## src/rtl/alu_seq_ctrl.sv

```systemverilog
// Microprogram sequencer for the 4-register ALU datapath: host-loaded control words issued one per clock,
// stalling with NOP while a data_in-reading word lacks valid input. Define SEQ_LOOP_EN for multi-pass runs.
module alu_seq_ctrl #(
  parameter int         DEPTH = 16,
  parameter int         AW    = 4,
  parameter logic [8:0] NOP   = 9'h1f8
) (
  input  logic          clk,
  input  logic          reset,
  input  logic          prog_we,
  input  logic [AW-1:0] prog_addr,
  input  logic [8:0]    prog_data,
  input  logic [AW:0]   prog_len,
  input  logic          start,
  input  logic          din_valid,
`ifdef SEQ_LOOP_EN
  input  logic [7:0]    loop_cnt,
`endif
  output logic          din_take,
  output logic [8:0]    c_out,
  output logic          dout_valid,
  output logic          busy,
  output logic          done
);

  typedef enum logic [1:0] {S_IDLE, S_RUN, S_WAIT} state_t;

  localparam logic [AW:0] LEN_MAX = (AW+1)'(DEPTH);

  state_t        r_state;
  logic [8:0]    r_mem [DEPTH];
  logic [AW-1:0] r_pc;
  logic [AW:0]   r_len;
  logic [8:0]    r_c_out;
  logic          r_din_take;
  logic          r_dout_valid;
  logic          r_done;
`ifdef SEQ_LOOP_EN
  logic [7:0]    r_loop;
`endif

  logic [8:0]    w_word;
  logic          w_rd;
  logic          w_last;
  logic [AW:0]   w_len_clip;

  // srcB only matters for non-pass-through ops (op 0 forwards srcA)
  function automatic logic is_rd(input logic [8:0] word);
    is_rd = ((word[4:3] == 2'd3) || ((word[2:0] != 3'd0) && (word[6:5] == 2'd3)))
            && (word != NOP);
  endfunction

  function automatic logic is_wr(input logic [8:0] word);
    is_wr = (word[8:7] == 2'd3) && (word != NOP);
  endfunction

  assign w_word     = r_mem[r_pc];
  assign w_rd       = is_rd(w_word);
  assign w_last     = ({1'b0, r_pc} == (r_len - 1'b1));
  assign w_len_clip = (prog_len > LEN_MAX) ? LEN_MAX : prog_len;

  always_ff @(posedge clk) begin
    if (prog_we && (r_state == S_IDLE)) begin
      r_mem[prog_addr] <= prog_data;
    end
  end

  always_ff @(posedge clk) begin
    if (!reset) begin
      r_state      <= S_IDLE;
      r_pc         <= '0;
      r_len        <= '0;
      r_c_out      <= NOP;
      r_din_take   <= 1'b0;
      r_dout_valid <= 1'b0;
      r_done       <= 1'b0;
`ifdef SEQ_LOOP_EN
      r_loop       <= '0;
`endif
    end else begin
      r_done       <= 1'b0;
      r_dout_valid <= is_wr(r_c_out);
      case (r_state)
        S_IDLE: begin
          r_c_out    <= NOP;
          r_din_take <= 1'b0;
          if (start) begin
            if (w_len_clip != '0) begin
              r_state <= S_RUN;
              r_pc    <= '0;
              r_len   <= w_len_clip;
`ifdef SEQ_LOOP_EN
              r_loop  <= loop_cnt;
`endif
            end else begin
              r_done <= 1'b1;
            end
          end
        end
        S_RUN, S_WAIT: begin
          if (w_rd && !din_valid) begin
            r_c_out    <= NOP;
            r_din_take <= 1'b0;
            r_state    <= S_WAIT;
          end else begin
            r_c_out    <= w_word;
            r_din_take <= w_rd;
            if (w_last) begin
`ifdef SEQ_LOOP_EN
              r_pc <= '0;
              if (r_loop != 8'd0) begin
                r_loop  <= r_loop - 8'd1;
                r_state <= S_RUN;
              end else begin
                r_state <= S_IDLE;
                r_done  <= 1'b1;
              end
`else
              r_pc    <= '0;
              r_state <= S_IDLE;
              r_done  <= 1'b1;
`endif
            end else begin
              r_pc    <= r_pc + 1'b1;
              r_state <= S_RUN;
            end
          end
        end
        default: begin
          r_state <= S_IDLE;
          r_c_out <= NOP;
        end
      endcase
    end
  end

  assign c_out      = r_c_out;
  assign din_take   = r_din_take;
  assign dout_valid = r_dout_valid;
  assign done       = r_done;
  assign busy       = (r_state != S_IDLE);

endmodule
```

## config.mk

```make
export PLATFORM = sky130hd
export DESIGN_NAME = alu_seq_ctrl
export DESIGN_NICKNAME = d
export VERILOG_FILES = /design/src/rtl/alu_seq_ctrl.sv
export SDC_FILE = /design/constraint.sdc
export NUM_CORES = 1
export LEC_CHECK = 0
export ABC_AREA = 0
export CAP_MARGIN = 20
export CORE_ASPECT_RATIO = 0.5
export CORE_MARGIN = 2
export CORE_UTILIZATION = 30
export CTS_CLUSTER_SIZE = 25
export DETAILED_ROUTE_END_ITERATION = 10
export PLACE_DENSITY = 0.53
export SKIP_LAST_GASP = 1
export SLEW_MARGIN = 20
export SYNTH_ARGS = -nofsm -noshare
export SYNTH_HDL_FRONTEND = slang
export SYNTH_SLANG_ARGS = --single-unit
```

## constraint.sdc

```tcl
create_clock -name clk -period 2.85 [get_ports clk]
set_clock_uncertainty 0.05 [all_clocks]
set_input_delay 0.7125 -clock clk [delete_from_list [all_inputs] [get_ports clk]]
set_output_delay 0.7125 -clock clk [all_outputs]
set_load 0.02 [all_outputs]
```

==> metrics.md <==
| Metric | Value |
|---|---|
| Max FO, Critical Path | 13 |
| Register area share after synthesis | a little over two thirds |
| TritonCTS clock tree | built |
| Post-synth EDFFs | 144 |
| Die area | 0.0244 sq mm |
| Area grow syn2layout | 22.6% |
| Via count | about 3.8k |
| IO Port Bufs | 35 |
| CP arrival | about 3 ns |
| Kind of critical path | register to register |
| Area fraction of the dominant cell type after synthesis | between 60% and 70% |
| Mapped cell area | roughly 0.007 sq mm |
| Slew @ Worst Pin | approximately 0.72 ns |
| Syn. warnings | 0 |
| # nets final | a little under 500 |
| Largest net degree at the start of global routing | 32 |
| Vias in the first global route | approximately 3.8k |
| Post-CTS Hold Buffers | 0 |
| Chip width | between 200 and 250 um |
| Tcrit/Tclk final | approximately 97% |
| Initial antenna violation count | 0 |
| Drt drc | 0 |
| Max-slew violation count | 0 |
| Num ports | 36 |
| Initial Utilization | a little under a third |
| Post-synth top area cell | edfxtp_1 |
| Syn_nets | around 420 |
| Reg clk slew, reported paths | approximately 0.06 ns |
| Syn avg cell area | between 15 and 20 sq um |
| Wire per inst | ~19 um |
| Synth Flop Type | edfxtp_1 |
| Row cnt | 39 |
| Layout fillers | ~2.1k |
| Total track usage | 12.6% |
| Clk_lat worst skew | ~0.43 ns |
| Crit. End Element | register |
| TNS Setup | 0 ns |
| Syn Inst Count | 389 |
| Layout cells sized above 1 | 24.3% |
| Clock Sinks | 171 |
| Final ANT Viol Nets | 0 |
| Final Core Density | a little under two fifths |
| Endpoints failing setup | 0 |
| Top cells by count, synth | 144 x edfxtp_1, 27 x dfxtp_1, 25 x mux4_2, 24 x nor2_1, 18 x nand2_1 |
| Placed cells | between 700 and 800 |
| First-pass GRT wire length | about 22 mm |
| Synth cell types | 55 |
| GP Congestion | roughly 0.77 |
| Dpl hpwl | 10.0 mm |
| Hold Violations, Final | 0 |
| Clk root buf | clkbuf_16 |
| Core footprint | 0.0227 sq mm |
| Pre-CTS WS | 0.0424 ns |
| Pwr dens | around 660 mW/mm^2 |
| Worst Path Required | between 3 and 4 ns |
| Crit path time final | between 2 and 3 ns |
| # H-tree levels | 4 |
| Initial DRC Count | around 320 |
| Die height | roughly 110 um |
| Power, Total | 5590 uW |
| #FFs+latches synth | approximately 170 |
| DRT Pass-1 Iters | 4 |
| Async SR Flop Fraction | 0% |
| Largest cells by area after synthesis | edfxtp_1 62%, mux4_2 8.1%, dfxtp_1 7.8% |
| Crit start category | register |
| # diodes | 0 |
| Maxcap violations | 0 |
| VDD IR max | 0.277 mV |
| Vias per Instance | 4.79 |
| Final worst slack | around 0.083 ns |
| Pleak | roughly 0.0027 uW |
| Max Fclk | about 360 MHz |
| Fin cells | 785 |
| Clock buffer depth | 2 |
| Status | completed |
| Drt total wl | 15.0 mm |
| Slew margin rel. | between 50% and 60% |
| Min-Delay Path Class | register to register |
| Grt ovf | 0 |
| Most frequent cell after synthesis | edfxtp_1 |
| CTS Buf Count | 17 |
[power breakdown]
| group | leakage [uW] | switching, uW | internal (uW) |
|---|---|---|---|
| combinational | 0.000942 | 318 | 287 |
| clock | 0.000257 | 969 | 1220 |
| sequential | 0.00152 | 29.5 | 2770 |
[per-layer routing]
metal  track usage, %  wire [um]  vias to the layer above
met2             20.3       7220                       77
met4             3.38        121                        0
met5                0          0                        -
met1             16.8       7070                     1948
li1                 -          -                     1725
met3             3.69        605                       10
[critical path, stage by stage (launching register included)]
cell      delay [ns]
dfxtp_2         0.39
buf_12          0.17
mux4_1          0.57
mux4_2          0.51
clkinv_1        0.10
o21ai_2         0.08
a22oi_4         0.30
buf_4           0.19
o21a_2          0.15
o211ai_1        0.13
[worst paths after layout]
| path | from | end | slack [ns] | depth (start not counted) |
|---|---|---|---|---|
| worst min register to register | c_out[8]$_SDFF_PP1_ | dout_valid$_SDFF_PN0_ | 0.43 | 2 |
| worst max register to register | register | r_pc[2]$_SDFFE_PN0N_ | 0.08 | 9 |
| worst min-delay path | c_out[8]$_SDFF_PP1_ | dout_valid$_SDFF_PN0_ | 0.43 | 2 |
| worst max-delay path | register | r_pc[2]$_SDFFE_PN0N_ | 0.08 | 9 |
[cell usage in the layout (no fill, tap or decap), drive strengths merged, types with 9 or more instances in the layout]
cell type	netlist	final
clkbuf	4	19
nand3	9	9
edfxtp	144	144
mux4	37	37
buf	13	39
nor3	10	10
nor2	24	24
nand2	18	18
nand4	11	11
inv	6	11
dfxtp	27	27
clkdlybuf4s50	0	35
[what timing repair did]
action | 4_1_cts | 5_1_grt
gates cloned | 0 | 1
hold endpoints to repair | 0 | 0
pin swaps | 0 | 3
gates resized for setup | 1 | 5
buffers inserted | 0 | 5
setup endpoints to repair | 1 | 13
[final cells by class]
cell class / count / area, sq um / share of cell area [%]
clock inverters: 13 / 138 / 1.62
flip-flops and latches: 171 / 4870 / 57.2
clock buffers: 18 / 429 / 5.05
repair buffers: 75 / 706 / 8.30
inverters: 7 / 26.3 / 0.309
multi-input cells: 194 / 1950 / 23.0
well taps: 307 / 384 / 4.52
[logic make-up after synthesis]
| kind of cell | Yosys count | share of synthesized area, % |
|---|---|---|
| xor gates and xnor gates | 4 | 0.506 |
| buffers and inverters | 24 | 2.22 |
| and+or+nand+nor | 109 | 8.63 |
| muxes | 42 | 13.4 |
| DFF | 171 | 70.2 |
| adders and majority gates | 4 | 0.722 |
| AOI/OAI and AO/OA | 35 | 4.31 |
[sequential cells by signal, summed over array words and instances (netlist names), named ones only]
signal      count
c_out           9
r_len           5
done            1
r_state         2
r_mem         144
dout_valid      1
r_pc            4
din_take        1
[stage by stage]
step,hold slack [ns],area [sq um]
after global placement,0.436,7830
after floorplan,0.419,6930
after global routing,0.462,8500
after CTS,0.451,8400
after detailed placement,0.437,7830
final,0.433,8500
Power figures use the tool's default switching activity.
==> variant 1, RTL diff (config.mk and constraints unchanged) <==
The parameter `AW` goes from 4 to 3.
--- a/src/rtl/alu_seq_ctrl.sv
+++ b/src/rtl/alu_seq_ctrl.sv
@@ -2,7 +2,7 @@
 // stalling with NOP while a data_in-reading word lacks valid input. Define SEQ_LOOP_EN for multi-pass runs.
 module alu_seq_ctrl #(
   parameter int         DEPTH = 16,
-  parameter int         AW    = 4,
+  parameter int         AW    = 3,
   parameter logic [8:0] NOP   = 9'h1f8
 ) (
   input  logic          clk,
Interface: changed (resized prog_addr and prog_len); port bits go from 36 to 34. The function was not compared with the original's and may differ.
==> variant 1 against the unedited design <==
Power down 51%; via count down 47%; cell area down 46%; synthesized area down 46%; synthesized cell count down 45%; sequential share of layout area about the same; first-iteration DRC count down 52%; sequential cell count down 75; setup slack better by 0.27 ns; wire length down 52%; sequential power down 45%; core utilization up 1.0 points; critical path type unchanged; highest routed layer unchanged.
==> variant 1: results (changes against the unedited design) <==
Synth
The number of enable flip-flop cells after synthesis is 72 (-50%). The number of nets in the synthesized netlist is 239 (-43%). The number of different library cells in the post-synthesis netlist is 38 (-31%). Sorting the synthesized cells by how often they occur yields edfxtp_1, dfxtp_1, nand2_1, mux2i_1, mux4_2.

By area the synthesized netlist is led by edfxtp_1, dfxtp_1, mux4_2. The average size of a mapped cell came to 17.6 um^2 (-1.5%). The sequential share of the synthesized area came to 70.3% (+0.15 points). The count of synthesis-stage warnings from yosys was 0 (unchanged). The fraction of registers with async set or reset after synthesis came to 0% (unchanged).

Min path
The worst min-delay path category is flip-flop to flip-flop. The worst hold path depth was 1 (-1). The worst-case hold path end point is r_len[3]. The worst hold path startpoint is r_len[3].

Placement
The weighted congestion reported at the end of routability-driven placement is 0.764 (-1.0%). The HPWL after detailed placement is 4.75 mm (-53%). The number of cells in the design after placement is 418 (-44%). The count of input and output buffers is 29 (-17%).

Layout
The number of flip-flops in the largest register is 72 (-50%). The net total in the final layout is 289 (-41%). The register with the most flip-flops is r_mem.

The number of fill cells in the layout came to 1,119 (-48%). The number of diodes is 0 (unchanged). The fraction of final layout cells with drive strength greater than 1 is 17.5% (-6.8 points).

Setup path
The largest single stage delay on the critical path is 0.58 ns. In this run the critical register-to-register path is captured at r_state[1]. The family with the most delay on the worst path is multiplexers. The setup slack of the worst register-to-register path is 0.35 ns (+0.27 ns). The cell count of the worst reg-to-reg path came to 7 (-2). The library cell contributing the largest single delay on the critical path is mux4_1.

The endpoint arrival time on the critical path came to 2.72 ns (-0.29 ns). The largest fanout on the critical path is 14 (+1).

Timing
The normalized max-slew margin is 70.5% (+18 points).

CTS
The clock latency on the worst-skew pair was 0.34 ns (-0.09 ns). The CTS H-tree depth is 3 (-1). The number of clock buffers inserted by TritonCTS came to 9 (-8). The total setup buffers inserted after CTS is 0 (unchanged).

The clock transition at the registers of the reported paths is 0.07 ns. The number of cells upsized or downsized after cts is 0 (-1). The maximum clock path buffer count is 2 (unchanged). The cell chosen for the clock root is clkbuf_16.

GRT
The global-route wire length before repair is 11.5 mm (-48%). The initial antenna violation count is 0 (unchanged). The via count of the first global-routing pass is 2,054 (-46%). The combined global-route utilization of all metal layers was 11.6% (-0.97 points). The pin count of the biggest net entering global routing came to 19 (-41%).

Route
The initial detailed-routing violation count is 152 (-52%). The post-route antenna net violation count was 0 (unchanged). The mean routed wirelength per cell is 16.7 um (-13%).

The number of detailed-routing iterations run before antenna repair is 4 (unchanged). The via count normalized by instance count is 4.61 (-3.7%). The routed wire length is 7.23 mm (-52%).

Pwr
The highest ir drop seen on vdd came to 0.351 mV (+27%). The leakage power is 1.55 nW (-43%).

Run status
The run finished with clean final reports.
==> variant 1: changes by cell type in the layout (fill, tap and decap cells not counted), moves of 10 or more <==
cell and delta:
edfxtp_1 -72, buf_4 -19, mux4_2 -15, nor2_1 -15, mux2i_1 +10, nand4_1 -10
==> variant 1: area by class of cell <==
class | count | share of cell area (%)
Sequential cell | 96 | 57.3
Timing Repair Buffer | 47 | 9.49
Clock inverter | 7 | 1.30
Inverter | 5 | 0.407
Tap cell | 165 | 4.47
Multi-Input combinational cell | 105 | 22.2
Clock buffer | 9 | 4.88
==> variant 1: worst max-delay path by stage <==
stage | cells past startpoint | end | slack (ns) | startpoint
after global placement | 7 | r_state[1] | 0.43 | flip-flop
after global routing | 7 | r_state[1] | 0.21 | flip-flop
final | 7 | r_state[1] | 0.35 | flip-flop
after detailed placement | 7 | r_state[1] | 0.38 | flip-flop
after floorplan | 8 | r_state[1] | 0.65 | flip-flop
after CTS | 7 | r_state[1] | 0.36 | flip-flop
==> variant 1: kinds of logic after synthesis <==
family | count (synthesis) | synth area share (%)
AOI/OAI and AO/OA | 8 | 2.03
adders and majority gates | 4 | 1.33
DFF | 96 | 70.3
and+or+nand+nor | 59 | 8.19
buffers and inverters | 13 | 2.43
xor gates and xnor gates | 5 | 1.17
muxes | 29 | 14.5
==> variant 1: metal layers <==
metal / vias up / GRT usage (%) / share of wire [%]
met1: 1022 / 15.3 / 48
met5: - / 0 / 0
met4: 0 / 4.34 / 1.2
li1: 930 / - / -
met2: 41 / 17.7 / 46
met3: 8 / 4.20 / 5.1
==> variant 1: power breakdown <==
part	total [mW]	switching, mW	internal (mW)	leakage [nW]
combinational	0.0841	0.0457	0.0384	0.555
clock	1.14	0.533	0.610	0.143
sequential	1.53	0.00385	1.52	0.848
==> variant 1: worst reg2reg max path: stages (launching register included) <==
cell and delay (ns):
dfxtp_1 0.36, buf_12 0.17, mux4_1 0.59, mux2i_1 0.30, or4_4 0.21, a22oi_1 0.11, or4b_1 0.48, a21boi_1 0.15
==> variant 1: per-stage QoR <==
stage	area [um^2]	worst slack, ns	hold slack [ns]	utilization [%]
2_1_floorplan	3760	0.645	0.397	-
3_3_place_gp	4330	0.433	0.411	36.0
3_5_place_dp	4330	0.378	0.424	36.0
4_1_cts	4610	0.360	0.441	38.4
5_1_grt	4610	0.213	0.466	38.4
6_report	4610	0.354	0.434	38.4
==> variant 2, RTL diff (same settings) <==
Without the edit above. Make the reset (`reset`) asynchronous in one clocked block.
--- a/src/rtl/alu_seq_ctrl.sv
+++ b/src/rtl/alu_seq_ctrl.sv
@@ -65,7 +65,7 @@
     end
   end
 
-  always_ff @(posedge clk) begin
+  always_ff @(posedge clk or negedge reset) begin
     if (!reset) begin
       r_state      <= S_IDLE;
       r_pc         <= '0;
Function: differs if reset is asserted again (counterexample within 4 cycles, from zero or initial values and one cycle with reset low); with reset held inactive, the same outputs for 4 cycles.
==> variant 2 against the unedited design <==
Count of clock-buffer cells in the layout increased by 2; core utilization increased by 1.2 points; wire length decreased by 2.4%; synthesized cell count decreased by 3.6%; sequential cell count decreased by 4; largest cell class unchanged; global-route usage increased by 0.088 points; synthesized area decreased by 1.9%; cell area decreased by 0.35%; highest routed layer unchanged; setup slack improved by 0.020 ns.
Power is not compared: it rests on default switching activity, and its combinational part moved more than twofold at a synthesized area within 25%.
==> variant 2: results (changes against the unedited design) <==
Route
The mean routed wirelength per cell is 19.0 um (-0.74%). The via count normalized by instance count is 4.75 (-0.91%). The initial detailed-routing violation count was 341 (+7.6%).

Synth
The mux contribution to synthesized area was 12.8% (-0.62 points). The xor-xnor portion of the synthesized cell area is 0.644% (+0.14 points). The number of nets in the synthesized netlist is 402 (-3.4%).

The area fraction in compound gates after synthesis is 4.18% (-0.14 points). After synthesis, the cell types taking the most area are edfxtp_1, mux4_2, dfrtp_1. The sequential share of the synthesized area is 72.2% (+2.0 points).

The fraction of registers with async set or reset after synthesis is 13.8% (+14 points). The post-synthesis share of cell area spent on full adders, half adders and majority gates is 0.736% (+0.014 points). The number of different library cells in the post-synthesis netlist is 46 (-16%). Ranked by instance count, the synthesized netlist is headed by edfxtp_1, nand2_1, nor2_1, mux4_2, dfrtp_1.

Timing
The normalized max-slew margin came to 57.3% (+5.1 points). The final hold slack came to 0.458 ns (+0.0257 ns).

Placement
The total cell area at the placement stage came to 7720 um^2 (-1.4%). The post-placement setup slack was -0.0219 ns (-0.0643 ns). The HPWL after detailed placement was 9.53 mm (-4.8%).

The weighted congestion reported at the end of routability-driven placement was 0.756 (-2.0%).

Setup path
The setup slack of the worst register-to-register path is 0.10 ns (+0.02 ns). The largest fanout on the critical path is 7 (-6). The endpoint arrival time on the critical path is 3.04 ns (+0.03 ns). In this design, the largest share of critical-path delay is due to simple AND/OR/NAND/NOR gates.

Layout
The net total in the final layout is 486 (-1.4%). The fraction of final layout cells with drive strength greater than 1 was 23.3% (-0.96 points).

Run status
The flow ran to the end, and the final reports show no timing, DRC or antenna violations.

Min path
The worst hold path depth came to 2 (unchanged). In this run the most critical hold path is launched from c_out[8]. The worst-case hold path end point is dout_valid.

GRT
The combined global-route utilization of all metal layers is 12.7% (+0.088 points). The pin count of the biggest net entering global routing came to 41 (+28%). The global-route wire length before repair is 22.2 mm (-0.19%). The via count of the first global-routing pass was 3,613 (-4.6%).

CTS
The CTS H-tree depth came to 4 (unchanged).
## variant 2: cell type report
type,count,area (um^2)
Tap cell,300,375
Clock buffer,20,437
Multi-Input combinational cell,181,1780
Timing Repair Buffer,79,778
Inverter,13,48.8
Fill cell,2054,13500
Sequential cell,167,4910
Clock inverter,12,140
## variant 2: per-stage QoR
stage               TNS [ns]  util [%]  std cells
floorplan                  0         -        375
global placement           0      35.2        732
detailed placement   -0.0219      35.2        732
CTS                        0      37.8        764
global route               0      38.6        772
finish                     0      38.6        772
## variant 2: how the worst max path moves through the flow
stage,slack [ns],endpoint,startpoint,cells after the start
global route,0.02,r_state[0],r_pc[0],10
floorplan,0.29,r_state[0],r_pc[0],10
global placement,0.02,r_state[0],r_pc[0],9
CTS,0.03,r_state[0],r_pc[0],9
finish,0.10,r_state[0],r_pc[0],9
detailed placement,-0.02,r_state[0],r_pc[0],9
## variant 2: metal layers
layer	track usage, %	part of all wire (%)	vias up
met5	0	0	-
met4	3.15	0.87	0
met3	3.72	5.9	12
met2	18.8	45	72
met1	18.3	48	1900
li1	-	-	1680
## variant 2: power by group through the flow
stage | Sequential (mW) | Combinational [mW] | Clock (mW)
floorplan | 3.04 | 1.26 | 0
global placement | 3.02 | 2.03 | 0
detailed placement | 3.02 | 2.04 | 0
CTS | 2.97 | 2.06 | 2.30
global route | 2.98 | 2.48 | 2.41
finish | 2.96 | 2.26 | 2.25
## variant 2: tightest hold or removal path: cells and delay by family, from the launching register on
| kind | cells | cell delay, ns |
|---|---|---|
| flops | 1 | 0.36 |
| simple gates | 2 | 0.12 |
## variant 2: timing repair
item | 4_1_cts | 5_1_grt
gates cloned | 0 | 2
pin swaps | 0 | 6
setup endpoints to repair | 2 | 4
gates resized for setup | 1 | 11
setup buffers | 0 | 6
